**src/rtl/laser_pkg.sv**
```systemverilog
// Shared constants and types for the multi-shot laser bank.
package laser_pkg;

  localparam int SCREEN_W = 640;
  localparam int SCREEN_H = 480;

  localparam logic [2:0] COLOR_LASER = 3'b110;

  typedef struct packed {
    logic       active;
    logic [9:0] x;
    logic [9:0] y;
  } slot_t;

  typedef enum logic {
    SLOT_IDLE   = 1'b0,
    SLOT_FLYING = 1'b1
  } slot_state_e;

endpackage

```
**src/rtl/laser_slot.sv**
```systemverilog
// One projectile: spawns at the muzzle, climbs STEP px per tick, dies on kill or at the top.
// State is registered; hit is combinational from the registered position and the pixel counters.
module laser_slot
  import laser_pkg::*;
#(
  parameter int SHIP_Y = 440,
  parameter int SHOT_W = 2,
  parameter int SHOT_H = 8,
  parameter int STEP   = 4
) (
  input  logic       clk,
  input  logic       reset,
  input  logic       launch,
  input  logic       kill,
  input  logic       enable,
  input  logic [9:0] gunPosition,
  input  logic [9:0] hPos,
  input  logic [9:0] vPos,
  output logic       active,
  output logic [9:0] x,
  output logic [9:0] y,
  output logic       hit
);

  localparam logic [9:0]  SPAWN_Y = 10'(SHIP_Y - SHOT_H);
  localparam logic [9:0]  STEP_V  = 10'(STEP);
  localparam logic [10:0] W_V     = 11'(SHOT_W);
  localparam logic [10:0] H_V     = 11'(SHOT_H);

  slot_state_e r_state, w_state_nxt;
  logic [9:0]  r_x, r_y, w_x_nxt, w_y_nxt;

  always_ff @(posedge clk or posedge reset) begin
    if (reset) begin
      r_state <= SLOT_IDLE;
      r_x     <= '0;
      r_y     <= '0;
    end else begin
      r_state <= w_state_nxt;
      r_x     <= w_x_nxt;
      r_y     <= w_y_nxt;
    end
  end

  // Kill outranks movement; a launch is only ever offered to an idle slot.
  always_comb begin
    w_state_nxt = r_state;
    w_x_nxt     = r_x;
    w_y_nxt     = r_y;
    case (r_state)
      SLOT_IDLE: begin
        if (launch) begin
          w_state_nxt = SLOT_FLYING;
          w_x_nxt     = gunPosition;
          w_y_nxt     = SPAWN_Y;
        end
      end
      SLOT_FLYING: begin
        if (kill) begin
          w_state_nxt = SLOT_IDLE;
        end else if (enable) begin
          if (r_y < STEP_V) w_state_nxt = SLOT_IDLE;
          else              w_y_nxt     = r_y - STEP_V;
        end
      end
      default: w_state_nxt = SLOT_IDLE;
    endcase
  end

  logic [10:0] w_h, w_v, w_x11, w_y11;
  assign w_h   = {1'b0, hPos};
  assign w_v   = {1'b0, vPos};
  assign w_x11 = {1'b0, r_x};
  assign w_y11 = {1'b0, r_y};

  assign active = (r_state == SLOT_FLYING);
  assign x      = r_x;
  assign y      = r_y;
  assign hit    = active && (w_h >= w_x11) && (w_h < w_x11 + W_V)
                         && (w_v >= w_y11) && (w_v < w_y11 + H_V);

endmodule

```
**src/rtl/laser_bank.sv**
```systemverilog
// Pool of N_SHOTS laser projectiles with fire-edge launch, cooldown and dropped-shot pulse.
// Launch state appears 1 clk after the fire edge; colorLaser is 1 clk behind hPos/vPos.
module laser_bank
  import laser_pkg::*;
#(
  parameter int         N_SHOTS  = 4,
  parameter int         SHIP_Y   = 440,
  parameter int         SHOT_W   = 2,
  parameter int         SHOT_H   = 8,
  parameter int         STEP     = 4,
  parameter int         COOLDOWN = 6,
  parameter logic [2:0] COLOR    = COLOR_LASER
) (
  input  logic                  clk,
  input  logic                  reset,
  input  logic                  enable,
  input  logic                  fire,
  input  logic [9:0]            gunPosition,
  input  logic [N_SHOTS-1:0]    killingAlien,
  input  logic [9:0]            hPos,
  input  logic [9:0]            vPos,
  output logic [10*N_SHOTS-1:0] xLaser,
  output logic [10*N_SHOTS-1:0] yLaser,
  output logic [N_SHOTS-1:0]    activeMask,
  output logic                  dropped,
  output logic [2:0]            colorLaser
);

  localparam int              CD_W    = (COOLDOWN < 2) ? 1 : $clog2(COOLDOWN + 1);
  localparam logic [CD_W-1:0] CD_LOAD = CD_W'(COOLDOWN);

  logic            r_fire_q;
  logic [CD_W-1:0] r_cooldown;
  logic            r_dropped;
  logic [2:0]      r_color;

  logic               w_launch_req, w_accept, w_found;
  logic [N_SHOTS-1:0] w_free, w_launch_sel, w_hit;
  slot_t              w_slot [N_SHOTS];

  assign w_launch_req = fire & ~r_fire_q;
  // Registered mask only: a slot freed this cycle is not reusable until next cycle.
  assign w_free       = ~activeMask;

  always_comb begin
    w_launch_sel = '0;
    w_found      = 1'b0;
    for (int i = 0; i < N_SHOTS; i++) begin
      if (w_free[i] && !w_found) begin
        w_launch_sel[i] = 1'b1;
        w_found         = 1'b1;
      end
    end
  end

  assign w_accept = w_launch_req && (r_cooldown == '0) && w_found;

  for (genvar g = 0; g < N_SHOTS; g++) begin : g_slot
    laser_slot #(
      .SHIP_Y (SHIP_Y),
      .SHOT_W (SHOT_W),
      .SHOT_H (SHOT_H),
      .STEP   (STEP)
    ) u_slot (
      .clk         (clk),
      .reset       (reset),
      .launch      (w_accept & w_launch_sel[g]),
      .kill        (killingAlien[g]),
      .enable      (enable),
      .gunPosition (gunPosition),
      .hPos        (hPos),
      .vPos        (vPos),
      .active      (w_slot[g].active),
      .x           (w_slot[g].x),
      .y           (w_slot[g].y),
      .hit         (w_hit[g])
    );

    assign activeMask[g]       = w_slot[g].active;
    assign xLaser[10*g +: 10]  = w_slot[g].x;
    assign yLaser[10*g +: 10]  = w_slot[g].y;
  end

  // A launch reloads the cooldown and swallows any enable arriving with it.
  always_ff @(posedge clk or posedge reset) begin
    if (reset) begin
      r_fire_q   <= 1'b0;
      r_cooldown <= '0;
      r_dropped  <= 1'b0;
      r_color    <= '0;
    end else begin
      r_fire_q  <= fire;
      r_dropped <= w_launch_req & ~w_accept;
      if (w_accept)
        r_cooldown <= CD_LOAD;
      else if (enable && (r_cooldown != '0))
        r_cooldown <= r_cooldown - 1'b1;
      r_color <= (|w_hit) ? COLOR : 3'b000;
    end
  end

  assign dropped    = r_dropped;
  assign colorLaser = r_color;

endmodule

```
**config.mk**
```make
export PLATFORM = sky130hd
export DESIGN_NAME = laser_bank
export DESIGN_NICKNAME = d
export VERILOG_FILES = /design/src/rtl/laser_pkg.sv /design/src/rtl/laser_slot.sv /design/src/rtl/laser_bank.sv
export SDC_FILE = /design/constraint.sdc
export NUM_CORES = 1
export LEC_CHECK = 0
export ABC_AREA = 1
export BUFFER_PORTS_ARGS = -buffer_cell sky130_fd_sc_hd__buf_2
export CELL_PAD_IN_SITES_DETAIL_PLACEMENT = 0
export CELL_PAD_IN_SITES_GLOBAL_PLACEMENT = 1
export CORE_MARGIN = 8
export CORE_UTILIZATION = 35
export DETAILED_ROUTE_END_ITERATION = 10
export PLACE_DENSITY_LB_ADDON = 0.12
export SKIP_LAST_GASP = 1
export SYNTH_ARGS = -nofsm -noshare
export SYNTH_HDL_FRONTEND = slang
export SYNTH_HIERARCHICAL = 1
export SYNTH_SLANG_ARGS = --single-unit
export TNS_END_PERCENT = 20
```
**constraint.sdc**
```tcl
create_clock -name clk -period 5.63 [get_ports clk]
set_input_delay 0.563 -clock clk [delete_from_list [all_inputs] [get_ports clk]]
set_output_delay 0.563 -clock clk [all_outputs]
set_load 0.02 [all_outputs]
```
# Word level (Yosys, flattened, before mapping)
# Index checks and enable logic that the tools add are counted.
word_totals:
  elab_cells: 165
  in_bits: 38
  out_inout_bits: 88
  reg_bits: 92
op_classes:
  n_eq_ne: 16
  n_reduce_logical: 37
  mux: 50
  bitwise_logic: 13
  add_sub_neg: 13
  n_lt_le_gt_ge: 20
op_table:
  columns: ["op", "n"]
  rows:
  - ["10-bit two-way mux", 16]
  - ["10-bit by 11-bit < comparator with 1-bit output", 8]
  - ["10-bit >= comparator", 8]
  - ["10-bit case mux with 2 select lines", 4]
  - ["10-bit by 2-bit adder with 11-bit output (second input constant)", 4]
  - ["10-bit by 4-bit adder with 11-bit output (second input constant)", 4]
  - ["10-bit by 3-bit < comparator with 1-bit output (second input constant)", 4]
  - ["10-bit by 3-bit subtractor with 10-bit output (second input constant)", 4]
  - ["2-bit inequality test (second input constant)", 12]
  - ["1-bit two-way mux", 23]
  - ["1-bit logical AND", 22]
  - ["4-bit AND reduction", 4]
  - ["3-bit two-way mux", 3]
  - ["2-bit by 1-bit inequality test with 1-bit output (second input constant)", 4]
  - ["1-bit case mux with 2 select lines", 4]
  - ["2-bit AND reduction", 4]
  - ["1-bit bitwise AND", 6]
  - ["1-bit NOT", 6]
  - ["4-bit NOT", 1]
  - ["4-bit OR reduction", 1]
  - ["1-bit zero test", 3]
  - ["3-bit zero test", 1]
  - ["3-bit nonzero test", 1]
  - ["3-bit by 1-bit subtractor with 3-bit output (second input constant)", 1]
  - ["2-bit nonzero test", 1]

# Depth between registers and ports, before layout
# Gate-level depths: netlist of the first run.
logic_depth:
  ltp_word: 15
  ltp_mapped: 18
  ltp_nobuf: 18

# Hierarchy
# Netlist of the first run, hierarchy kept.
by_module_without_submodules:
  columns: ["module", "cells_per_inst", "area_each_um2", "n_inst"]
  rows:
  - ["laser_slot at g_slot[0].u_slot ...", 263, 2023.2, 3]
  - ["laser_slot at g_slot[2].u_slot", 264, 2011.9, 1]
  - ["laser_bank", 48, 366.6, 1]

# Least setup slack after synthesis of the first run
# Ideal clock, no wire load.
synth_timing:
  path_type: "reg2reg"
  start: "reg g_slot[3].u_slot.r_y[4]"
  end: "reg r_color[1], in the netlist colorLaser[1]"
  t_arrival_ns: 2.036
  setup_slack_ns: 3.475
  path_stages_with_launch: 15
  setup_ns: 0.119
  path_buffers: 0
  period_less_slack_ns: 2.155
  cell_sequence: "dfrtp_1 -> ha_1 -> nand3_1 -> nor3_1 -> xor2_1 -> ha_1 -> inv_1 -> o21bai_1 -> a21oi_2 -> nand3_1 -> nor2_1 -> nand2_1 -> inv_1 -> nor2_1 -> nand2_1"
synth_between:
  elab_chain_cells: 5
  word_cells_on_any_way: 7
synth_rtl:
  columns: ["element", "line", "source"]
  rows:
  - ["start: declaration", "laser_slot.sv:31", "logic [9:0] r_x, r_y, w_x_nxt, w_y_nxt;"]
  - ["start signal: assignment", "laser_slot.sv:41", "r_y <= w_y_nxt;"]
  - ["10-bit by 4-bit adder with 11-bit output or 10-bit >= comparator (tied branches)", "laser_slot.sv:80", "&& (w_v >= w_y11) && (w_v < w_y11 + H_V);"]
  - ["10-bit by 11-bit < comparator with 1-bit output or 1-bit logical AND (tied branches)", "laser_slot.sv:80", null]
  - ["1-bit logical AND *", "laser_slot.sv:80", null]
  - ["net w_hit[3]", "laser_bank.sv:38", "logic [N_SHOTS-1:0] w_free, w_launch_sel, w_hit;"]
  - ["4-bit OR reduction *", "laser_bank.sv:98", "r_color <= (|w_hit) ? COLOR : 3'b000;"]
  - ["3-bit two-way mux *", "laser_bank.sv:98", null]
  - ["end signal: assignment", "laser_bank.sv:98", null]
  - ["end: declaration", "laser_bank.sv:35", "logic [2:0] r_color;"]
# The timed path passes the listed nets; every way through them passes the cells marked *.
# A chain may end at the register's enable or synchronous reset.

# Worst setup path in the final report of the first run
layout_timing:
  start: "reg r_cooldown[0]"
  end: "reg g_slot[1].u_slot.r_y[6]"
layout_between:
  elab_chain_cells: 6
layout_rtl:
  columns: ["element", "line", "source"]
  rows:
  - ["start: declaration", "laser_bank.sv:33", "logic [CD_W-1:0] r_cooldown;"]
  - ["start signal: assignment", "laser_bank.sv:97", "r_cooldown <= r_cooldown - 1'b1;"]
  - ["3-bit zero test", "laser_bank.sv:56", "assign w_accept = w_launch_req && (r_cooldown == '0) && w_found;"]
  - ["1-bit logical AND (2 in a row)", "laser_bank.sv:56", null]
  - ["1-bit bitwise AND", "laser_bank.sv:67", ".launch (w_accept & w_launch_sel[g]),"]
  - ["2-bit by 1-bit inequality test with 1-bit output (no line)", null, null]
  - ["4-bit AND reduction (no line)", null, null]
  - ["end signal: assignment", "laser_slot.sv:41", null]
  - ["end: declaration", "laser_slot.sv:31", null]
# Every way passes these cells.

==> run metrics, run 1 <==
Post-Route WL 23900 µm; synth top area cells dfrtp_1 (24%), ha_1 (23%), nand2_1 (9.3%); final core utilization 39.8%; LEAKAGE 5.12 nW; CTS Buffer Depth 2; Cell Area, Synth 8450 µm²; Synth Warn # 6; Worst Reg-to-Reg Cells 13; R2R setup slack 3.07 ns; Critical Path Sink Type flop; r2r endpoint g_slot[1].u_slot/y[6]; Sw Pwr 1.74 mW; gpl congestion 0.790; period utilization 45.4%; HPWL after DPL 19600 µm; crit start category flop; worst-skew pair later-pin latency 0.36 ns; final hold violation count 0; DIE HEIGHT 171 µm; post-synth top area share 24.3%; maxcap violations 0; CTS sink cnt 82; status finished clean; number of synthesized flops with an enable pin 0; worst reg2reg startpoint r_cooldown[0]; Synth async-reset ratio 100%; CORE AREA 24000 µm²; initial core utilization 35.2%; unrepaired setup endpoints after global routing false; Rows 57; Reg power frac 24.9%; power share of the combinational group 56.1%; H-Tree Depth 3; Global Route Usage Sum 16.8%; CTS tree built; synth cell count leaders nand2_1 (210), ha_1 (158), inv_1 (135); # hold bufs at CTS 0; Cells after Synth 1101; CP Class reg -> reg; switch share 47.3%; router iterations before antenna repair 5; Num CTS Buffers 9; Clock Power Share 19.0%; FF+latch count, synth 82; DR WL/cell 15.6 µm; post-synth cell types 35; routed vias 7167; share of post-route cells with drive strength above 1 17.2%; measured slew at the worst slew-check pin 0.884 ns; Reg clk slew, reported paths 0.07 ns; Chip Width 171 µm; largest net degree at the start of global routing 24; layout net count 1400; ys flop type dfrtp_1; Seq/Total Area, Yosys 24.3%; Antenna Cells 0; CP max FO 23; die area 29400 µm²; Peak Freq 0.391 GHz; # Post-CTS Setup Buffers 0; Setup crit start r_cooldown[0]; post-cts repair resize count 0; Via density 4.68; pwr dens 384 nW/µm²; IO Pins 126; Crit path arrival time 2.79 ns; area grow syn2layout 13.3%; Max Transition Viols Final 0; DRT antenna net count 0; max_slew headroom 40.9%; IO buf count 114; worst endpoint required time 5.86 ns; initial antenna violation count 0; post-route DRC violation count 0; first-pass GRT wire length 38300 µm; VDD IR max 0.187 mV; GRT overflow 0; Setup Skew 0.0103 ns; root buffer cell clkbuf_16; post-route minimum period 2.56 ns; Yosys top cell by area dfrtp_1; vias in the first global route 6977; starting DRC count in detailed routing 341; Final setup viols 0; setup TNS 0 ns; syn avg cell area 7.67 µm²; crit path capture g_slot[1].u_slot/y[6]; worst hold-check path type in -> async; top-count cell post-synth nand2_1; P_int 1.94 mW
==> registers in the layout (all words and copies together), names as in the netlist <==
register              count
dropped                   1
colorLaser                1
g_slot.u_slot/active      4
r_fire_q                  1
g_slot.u_slot/y          32
g_slot.u_slot/x          40
r_cooldown                3
==> how the worst min path moves through the flow <==
stage                             start             to  slack [ns]  depth (start not counted)
final                             reset  colorLaser[1]        0.18                          2
after detailed placement  r_cooldown[2]  r_cooldown[2]        0.50                          2
after CTS                         reset  colorLaser[1]        0.19                          2
after global placement    r_cooldown[0]  r_cooldown[0]        0.49                          2
after global routing              reset       r_fire_q        0.19                          2
after floorplan                   reset  colorLaser[1]        0.35                          1
==> power groups by stage <==
stage               Clock (mW)  Combinational (mW)  Sequential, mW
floorplan                    0                1.43            1.03
global placement             0                2.06           0.930
CTS                      0.717                2.09           0.920
detailed placement           0                2.08           0.931
finish                   0.700                2.06           0.915
global route             0.736                2.40           0.945
==> stage by stage <==
step | area [µm²] | instances | worst slack, ns | hold slack [ns] | total power [mW]
4_1_cts | 9570 | 1533 | 2.98 | 0.190 | 3.73
5_1_grt | 9570 | 1533 | 2.71 | 0.190 | 4.08
2_1_floorplan | 8460 | 1105 | 3.48 | 0.354 | 2.46
3_5_place_dp | 9230 | 1517 | 2.92 | 0.499 | 3.01
3_3_place_gp | 9230 | 1517 | 2.92 | 0.485 | 2.99
6_report | 9570 | 1533 | 3.07 | 0.181 | 3.68
==> cell type report <==
| class | count | area [µm²] |
|---|---|---|
| Multi-Input combinational cell | 839 | 5610 |
| Clock buffer | 10 | 229 |
| Fill cell | 2612 | 14500 |
| Inverter | 158 | 593 |
| Sequential cell | 82 | 2050 |
| Tap cell | 324 | 405 |
| Timing Repair Buffer | 114 | 571 |
| Clock inverter | 6 | 105 |
==> cell families (layout without fill, tap and decap cells) <==
logic type	count (synthesis)	count (layout)	synth area share [%]
muxes	4	4	0.533
xor gates and xnor gates	60	60	6.22
adders and majority gates	158	158	23.4
AOI/OAI and AO/OA	169	169	11.1
DFF	82	82	24.3
and+or+nand+nor	439	439	24.7
other	5	9	0.222
buffers and inverters	184	288	9.45
==> placed cells by master (no fill, tap or decap) <==
| cell | Yosys | routed |
|---|---|---|
| nor2_1 | 83 | 83 |
| nor3_1 | 11 | 11 |
| nor2_2 | 3 | 3 |
| xnor2_1 | 8 | 8 |
| o21ai_1 | 24 | 24 |
| inv_1 | 135 | 135 |
| o21bai_1 | 12 | 12 |
| nand2_2 | 14 | 14 |
| xor2_1 | 52 | 52 |
| a21oi_1 | 85 | 85 |
| dfrtp_1 | 82 | 82 |
| nand4_2 | 2 | 2 |
| clkbuf_16 | 0 | 9 |
| a21boi_1 | 7 | 7 |
| nand3_2 | 7 | 7 |
| nor4_1 | 4 | 4 |
| inv_2 | 23 | 23 |
| o21ai_0 | 23 | 23 |
| nand2_1 | 210 | 210 |
| mux2_2 | 4 | 4 |
| o22ai_1 | 4 | 4 |
| nor3_4 | 6 | 6 |
| nor2_4 | 7 | 7 |
| clkinv_2 | 0 | 3 |
| clkbuf_1 | 0 | 1 |
| nand3b_1 | 4 | 4 |
| o21ai_2 | 3 | 3 |
| nor3_2 | 5 | 5 |
| bufinv_16 | 0 | 3 |
| o21a_1 | 8 | 8 |
| ha_1 | 158 | 158 |
| buf_2 | 8 | 114 |
| nand3_1 | 61 | 61 |
| nand2_4 | 2 | 2 |
| a21oi_2 | 3 | 3 |
| conb_1 | 5 | 9 |
| nand4_1 | 20 | 20 |
==> critical path, cell delays in order, from the launching register on <==
cell,delay [ns]
dfrtp_1,0.38
inv_1,0.09
ha_1,0.20
nand2_4,0.07
nor2_4,0.11
nand2_2,0.11
inv_2,0.08
nand2_2,0.05
nor2_2,0.08
nand2_1,0.51
nand2_2,0.50
nand3_1,0.12
nand2_1,0.08
a21boi_1,0.06
==> metal layers <==
layer	vias up	share of wire, %	global-route usage, %	routed length, µm
met5	-	0	0	0
li1	3817	-	-	-
met2	112	46	27.5	10900
met1	3224	50	22.9	11900
met4	0	1.1	4.46	263
met3	14	3.4	2.00	812
Note: power is estimated with default switching activity, not from simulation.
==> run 2: changes to the inputs <==
--- a/config.mk
+++ b/config.mk
@@ -5,7 +5,7 @@
 export SDC_FILE = /design/constraint.sdc
 export NUM_CORES = 1
 export LEC_CHECK = 0
-export ABC_AREA = 1
+export ABC_AREA = 0
 export BUFFER_PORTS_ARGS = -buffer_cell sky130_fd_sc_hd__buf_2
 export CELL_PAD_IN_SITES_DETAIL_PLACEMENT = 0
 export CELL_PAD_IN_SITES_GLOBAL_PLACEMENT = 1
==> constraint.sdc (replaced) <==
create_clock -name clk -period 2.3 [get_ports clk]
set_input_delay 0.23 -clock clk [delete_from_list [all_inputs] [get_ports clk]]
set_output_delay 0.23 -clock clk [all_outputs]
set_load 0.02 [all_outputs]
==> run metrics, run 2 <==
Crit path arrival time 2.78 ns (about the same); crit start category flop; Setup Skew 0.00864 ns (-0.00168 ns); most frequent cells in the layout ha_1 (153), buf_4 (151), buf_2 (114); initial core utilization 35.4% (+0.22 points); ys flop type dfrtp_1; fillers 2242 (-14%); dpl cell area 9970 µm² (+7.9%); Reg clk slew, reported paths 0.07 ns (about the same); R2R setup slack -0.26 ns (-3.33 ns); DR WL/cell 17.1 µm (+9.8%); top-count cell post-synth ha_1; initial antenna violation count 0 (unchanged); Seq/Total Area, Yosys 25.9% (+1.6 points); worst endpoint required time 2.52 ns (-3.34 ns); share of post-route cells with drive strength above 1 31.2% (+14 points); VDD IR max 0.534 mV (+190%); Peak Freq 0.391 GHz (about the same); number of synthesized flops with an enable pin 0 (unchanged); root buffer cell clkbuf_16; hold_sp fire; synth cell count leaders ha_1 (158), nand2_1 (105), inv_1 (83); IO buf count 114 (unchanged); post-synth cell types 66 (+89%); final instance area 10400 µm² (+8.5%); Post-Route WL 24700 µm (+3.5%); IO Pins 126 (unchanged); Max Transition Viols Final 0 (unchanged); Cell Area, Synth 7940 µm² (-6.1%); pwr dens 804 nW/µm² (+110%); maxcap violations 0 (unchanged); GRT overflow 0 (unchanged); FF+latch count, synth 82 (unchanged); post-route minimum period 2.56 ns (+0.00211 ns); max FFs per register 40 (unchanged); Global Route Usage Sum 18.0% (+1.3 points); max_slew headroom 41.0% (+0.052 points); period utilization 111% (+66 points); Crit path buffers/inverters 0 (-2); CTS Buffer Depth 2 (unchanged); router iterations before antenna repair 5 (unchanged); largest net degree at the start of global routing 24 (unchanged); CP Class reg -> reg; vias in the first global route 7287 (+4.4%); Synth Warn # 6 (unchanged); die area 27700 µm² (-5.5%); Chip Width 167 µm (-2.8%); CORE AREA 22400 µm² (-6.7%); max incr delay on CP 0.50 ns (about the same); setup TNS -0.258 ns (-0.258 ns); Antenna Cells 0 (unchanged); final hold violation count 0 (unchanged); Rows 55 (-3.5%); Pwr Total 8.35 mW (+130%); DIE HEIGHT 167 µm (-2.8%); CP Cell Sequence ha_4 > and3_4 > nand2_2 > nor2_2 > xnor2_1 > ha_1 > nand2_1 > or3_1 > a21oi_2 > nor4_2 > or4_1; failing checks negative setup slack; worst hold-check path type in -> reg; measured slew at the worst slew-check pin 0.884 ns (+0.000385 ns); DRT antenna net count 0 (unchanged); CTS sink cnt 82 (unchanged); worst-skew pair later-pin latency 0.35 ns (about the same); layout net count 1350 (-3.6%); post-route DRC violation count 0 (unchanged); post-synth top area share 25.9% (+1.6 points); first-pass GRT wire length 40200 µm (+5.0%); Max stage delay cell, worst path or4_1; Cells after Synth 899 (-18%); starting DRC count in detailed routing 283 (-17%); CP max FO 3 (-87%); Via density 4.96 (+6.1%); status finished, violations left; Crit path depth 11 (-2); commonest non-fill, non-tap cell in the layout ha_1; Yosys top cell by area dfrtp_1; H-Tree Depth 3 (unchanged); Top delay family on crit path simple AND/OR/NAND/NOR gates; Worst Reg-to-Reg Cells 11 (-2); routed vias 7161 (-0.084%); syn avg cell area 8.83 µm² (+15%); Setup crit start g_slot[0].u_slot/x[2]; CTS tree built; LEAKAGE 5.07 nW (-1.0%); Critical Path Sink Type flop; area grow syn2layout 30.8%; gpl congestion 0.856 (+8.3%); worst reg2reg startpoint g_slot[0].u_slot/x[2]; synth top area cells dfrtp_1 (26%), ha_1 (25%), xnor2_1 (6.6%); final core utilization 46.3% (+6.5 points); Final setup viols 1 (+1); crit path capture colorLaser[1]; Synth async-reset ratio 100% (unchanged); r2r endpoint colorLaser[1]; unrepaired setup endpoints after global routing true; HPWL after DPL 20600 µm (+5.3%); PnR worst setup slack -0.258 ns (-3.33 ns); Num CTS Buffers 9 (unchanged)
run 2: cell types whose count changed in the layout (fill, tap and decap cells not counted), moves of 35 or more:
cell,delta
nor2_1,-54
a21oi_1,-50
o21ai_0,+35
inv_1,-52
xor2_1,-52
xnor2_1,+52
buf_4,+151
nand2_1,-107
run 2: metal layers:
metal	routed length [µm]	track usage [%]	vias up
li1	-	-	3682
met1	12200	24.4	3318
met2	11300	29.4	141
met3	888	3.19	20
met4	359	4.27	0
met5	0	0	-
run 2: cell type report:
class	instances	area (µm²)	share of cell area, %
Inverter	90	338	3.25
Clock buffer	12	236	2.28
Clock inverter	4	52.6	0.506
Sequential cell	82	2070	20.0
Tap cell	285	357	3.44
Multi-Input combinational cell	703	5570	53.7
Timing Repair Buffer	268	1750	16.9
run 2: worst min path at each step:
stage	end	slack, ns	cells after the start
3_3_place_gp	r_cooldown[0]	0.25	2
4_1_cts	r_fire_q	0.03	1
2_1_floorplan	colorLaser[1]	0.02	1
6_report	r_fire_q	0.05	1
3_5_place_dp	r_cooldown[0]	0.24	2
5_1_grt	r_fire_q	0.04	1
run 2: power by group:
group | leakage, nW | internal [mW] | switching (mW)
clock network | 0.141 | 0.846 | 0.632
logic | 4.02 | 2.30 | 2.60
registers | 0.906 | 1.72 | 0.242
total | 5.07 | 4.87 | 3.47
run 2: kinds of logic after synthesis:
family,synth area share [%]
DFF,25.9
buffers and inverters,6.37
AOI/OAI and AO/OA,15.8
and+or+nand+nor,19.2
muxes,1.01
adders and majority gates,24.9
other,0.237
xor gates and xnor gates,6.62
run 2: repair_timing:
| action | 4_1_cts | 5_1_grt |
|---|---|---|
| gates resized for setup | 14 | 6 |
| hold buffers | 1 | 0 |
| setup endpoints to repair | 1 | 6 |
| hold endpoints to repair | 6 | 0 |
| pin swaps | 13 | 13 |
| buffers inserted | 0 | 2 |
run 2: through the flow:
step | hold WS (ns) | setup slack, ns | instances
after floorplan | 0.0210 | -0.203 | 903
after global placement | 0.245 | -0.318 | 1425
after detailed placement | 0.242 | -0.318 | 1425
after CTS | 0.0334 | -0.292 | 1442
after global routing | 0.0420 | -0.394 | 1444
final | 0.0539 | -0.258 | 1444
==> run 3: changes to the inputs <==
--- a/config.mk
+++ b/config.mk
@@ -13,6 +13,7 @@
 export CORE_UTILIZATION = 35
 export DETAILED_ROUTE_END_ITERATION = 10
 export PLACE_DENSITY_LB_ADDON = 0.12
+export RECOVER_POWER = 100
 export SKIP_LAST_GASP = 1
 export SYNTH_ARGS = -nofsm -noshare
 export SYNTH_HDL_FRONTEND = slang
==> run metrics, run 3 (synthesized netlist as in run 2, its figures left out) <==
status finished, violations left; failing checks negative setup slack; maxcap violations 0 (unchanged); largest net degree at the start of global routing 24 (unchanged); Final setup viols 4 (+3); Reg clk slew, reported paths 0.07 ns (about the same); Max Transition Viols Final 0 (unchanged); setup TNS -0.353 ns (-0.0951 ns); share of post-route cells with drive strength above 1 23.7% (-7.5 points); DP Worst Slack -0.318 ns (unchanged); worst hold-check path type in -> reg; Crit path arrival time 2.77 ns (about the same); GRT overflow 0 (unchanged); H-Tree Depth 3 (unchanged); initial antenna violation count 0 (unchanged); pwr dens 811 nW/µm² (+0.80%); commonest non-fill, non-tap cell in the layout ha_1; CP Class reg -> reg; Chip Width 167 µm (unchanged); unrepaired setup endpoints after global routing true; CTS Buffer Depth 2 (unchanged); HPWL after DPL 20600 µm (unchanged); VDD IR max 0.534 mV (-0.13%); routed vias 7171 (+0.14%); max_slew headroom 41.1% (+0.093 points); Rows 55 (unchanged); final core utilization 45.4% (-0.83 points); IO buf count 114 (unchanged); first-pass GRT wire length 40200 µm (unchanged); root buffer cell clkbuf_16; CORE AREA 22400 µm² (unchanged); gpl congestion 0.856 (unchanged); max FFs per register 40 (unchanged); Critical Path Sink Type flop; period utilization 111% (about the same); Post-Route WL 24800 µm (+0.23%); IO Pins 126 (unchanged); worst-skew pair later-pin latency 0.35 ns (about the same); die area 27700 µm² (unchanged); DR WL/cell 17.2 µm (+0.23%); post-route DRC violation count 0 (unchanged); initial core utilization 35.4% (unchanged); router iterations before antenna repair 5 (unchanged); Antenna Cells 0 (unchanged); Worst Hold Depth 1 (unchanged); Worst Reg-to-Reg Cells 11 (unchanged); final hold violation count 0 (unchanged); fillers 2290 (+2.1%); Via density 4.97 (+0.14%); DRT antenna net count 0 (unchanged); Pwr Total 8.26 mW (-1.0%); Num CTS Buffers 9 (unchanged); post-route minimum period 2.56 ns (-0.00199 ns); Global Route Usage Sum 18.0% (unchanged); LEAKAGE 4.83 nW (-4.6%); vias in the first global route 7287 (unchanged); PnR worst setup slack -0.256 ns (+0.00199 ns); starting DRC count in detailed routing 274 (-3.2%); Peak Freq 0.391 GHz (about the same); DIE HEIGHT 167 µm (unchanged); crit start category flop; area grow syn2layout 28.5%; most frequent cells in the layout ha_1 (153), buf_4 (140), nand2_1 (103); CTS tree built; CP max FO 3 (unchanged); measured slew at the worst slew-check pin 0.883 ns (-0.00140 ns); layout net count 1350 (unchanged); CTS sink cnt 82 (unchanged); worst endpoint required time 2.52 ns (about the same); Setup Skew 0.00892 ns (+0.000271 ns)
[run 3: cell types whose count changed in the layout (fill, tap and decap cells not counted), moves of 2 or more]
| cell | delta |
|---|---|
| buf_12 | -2 |
| buf_4 | -11 |
| nand3_1 | +2 |
| clkbuf_4 | +3 |
| clkbuf_2 | +2 |
| buf_2 | -72 |
| clkbuf_1 | +80 |
| nand3_2 | -2 |
[run 3: what timing repair did]
item / 4_1_cts / 5_1_grt
gates resized for setup: 14 / 6
setup buffers: 0 / 2
pin swaps: 13 / 13
hold endpoints to repair: 6 / 0
hold buffers: 1 / 0
endpoints found under the setup margin: 1 / 6
[run 3: final timing paths]
| kind | slack (ns) | start | to |
|---|---|---|---|
| worst max-delay path | -0.26 | g_slot[0].u_slot/x[2] | colorLaser[1] |
| worst min-delay path | 0.08 | fire | r_fire_q |
| worst max register to register | -0.26 | g_slot[0].u_slot/x[2] | colorLaser[1] |
| worst min register to register | 0.44 | r_fire_q | dropped |
| max in group asynchronous | 0.96 | reset | g_slot[3].u_slot/x[2] |
| min in group asynchronous | 0.46 | reset | r_cooldown[1] |
[run 3: routing by layer]
layer	vias up	wire (µm)	GRT usage (%)
met2	132	11300	29.4
met1	3336	12300	24.4
met3	18	884	3.19
met4	0	348	4.27
li1	3685	-	-
met5	-	0	0
[run 3: critical path, cell delays in order, from the launching register on]
cell and delay [ns]:
dfrtp_2 0.43, ha_4 0.17, and3_4 0.18, nand2_2 0.08, nor2_2 0.04, xnor2_1 0.12
ha_1 0.27, nand2_1 0.06, or3_1 0.36, a21oi_2 0.15, nor4_2 0.07, or4_1 0.50
[run 3: power by group]
| part | total [mW] | internal [mW] | switching [mW] |
|---|---|---|---|
| logic | 4.82 | 2.21 | 2.60 |
| clock network | 1.48 | 0.846 | 0.632 |
| registers | 1.97 | 1.73 | 0.241 |
[run 3: area by class of cell]
cell class / count / area [µm²] / area share, %
Clock buffer: 12 / 236 / 2.32
Sequential cell: 82 / 2070 / 20.3
Multi-Input combinational cell: 703 / 5530 / 54.3
Timing Repair Buffer: 268 / 1600 / 15.7
Inverter: 90 / 338 / 3.31
Tap cell: 285 / 357 / 3.50
Clock inverter: 4 / 52.6 / 0.516
[run 3: metrics by stage]
| step | cell area (µm²) | std cells | hold WS, ns |
|---|---|---|---|
| final | 10200 | 1444 | 0.0811 |
| after global routing | 10200 | 1444 | 0.0717 |
| after CTS | 10300 | 1442 | 0.0334 |
| after detailed placement | 9970 | 1425 | 0.242 |
| after global placement | 9970 | 1425 | 0.245 |
| after floorplan | 8060 | 903 | 0.0210 |
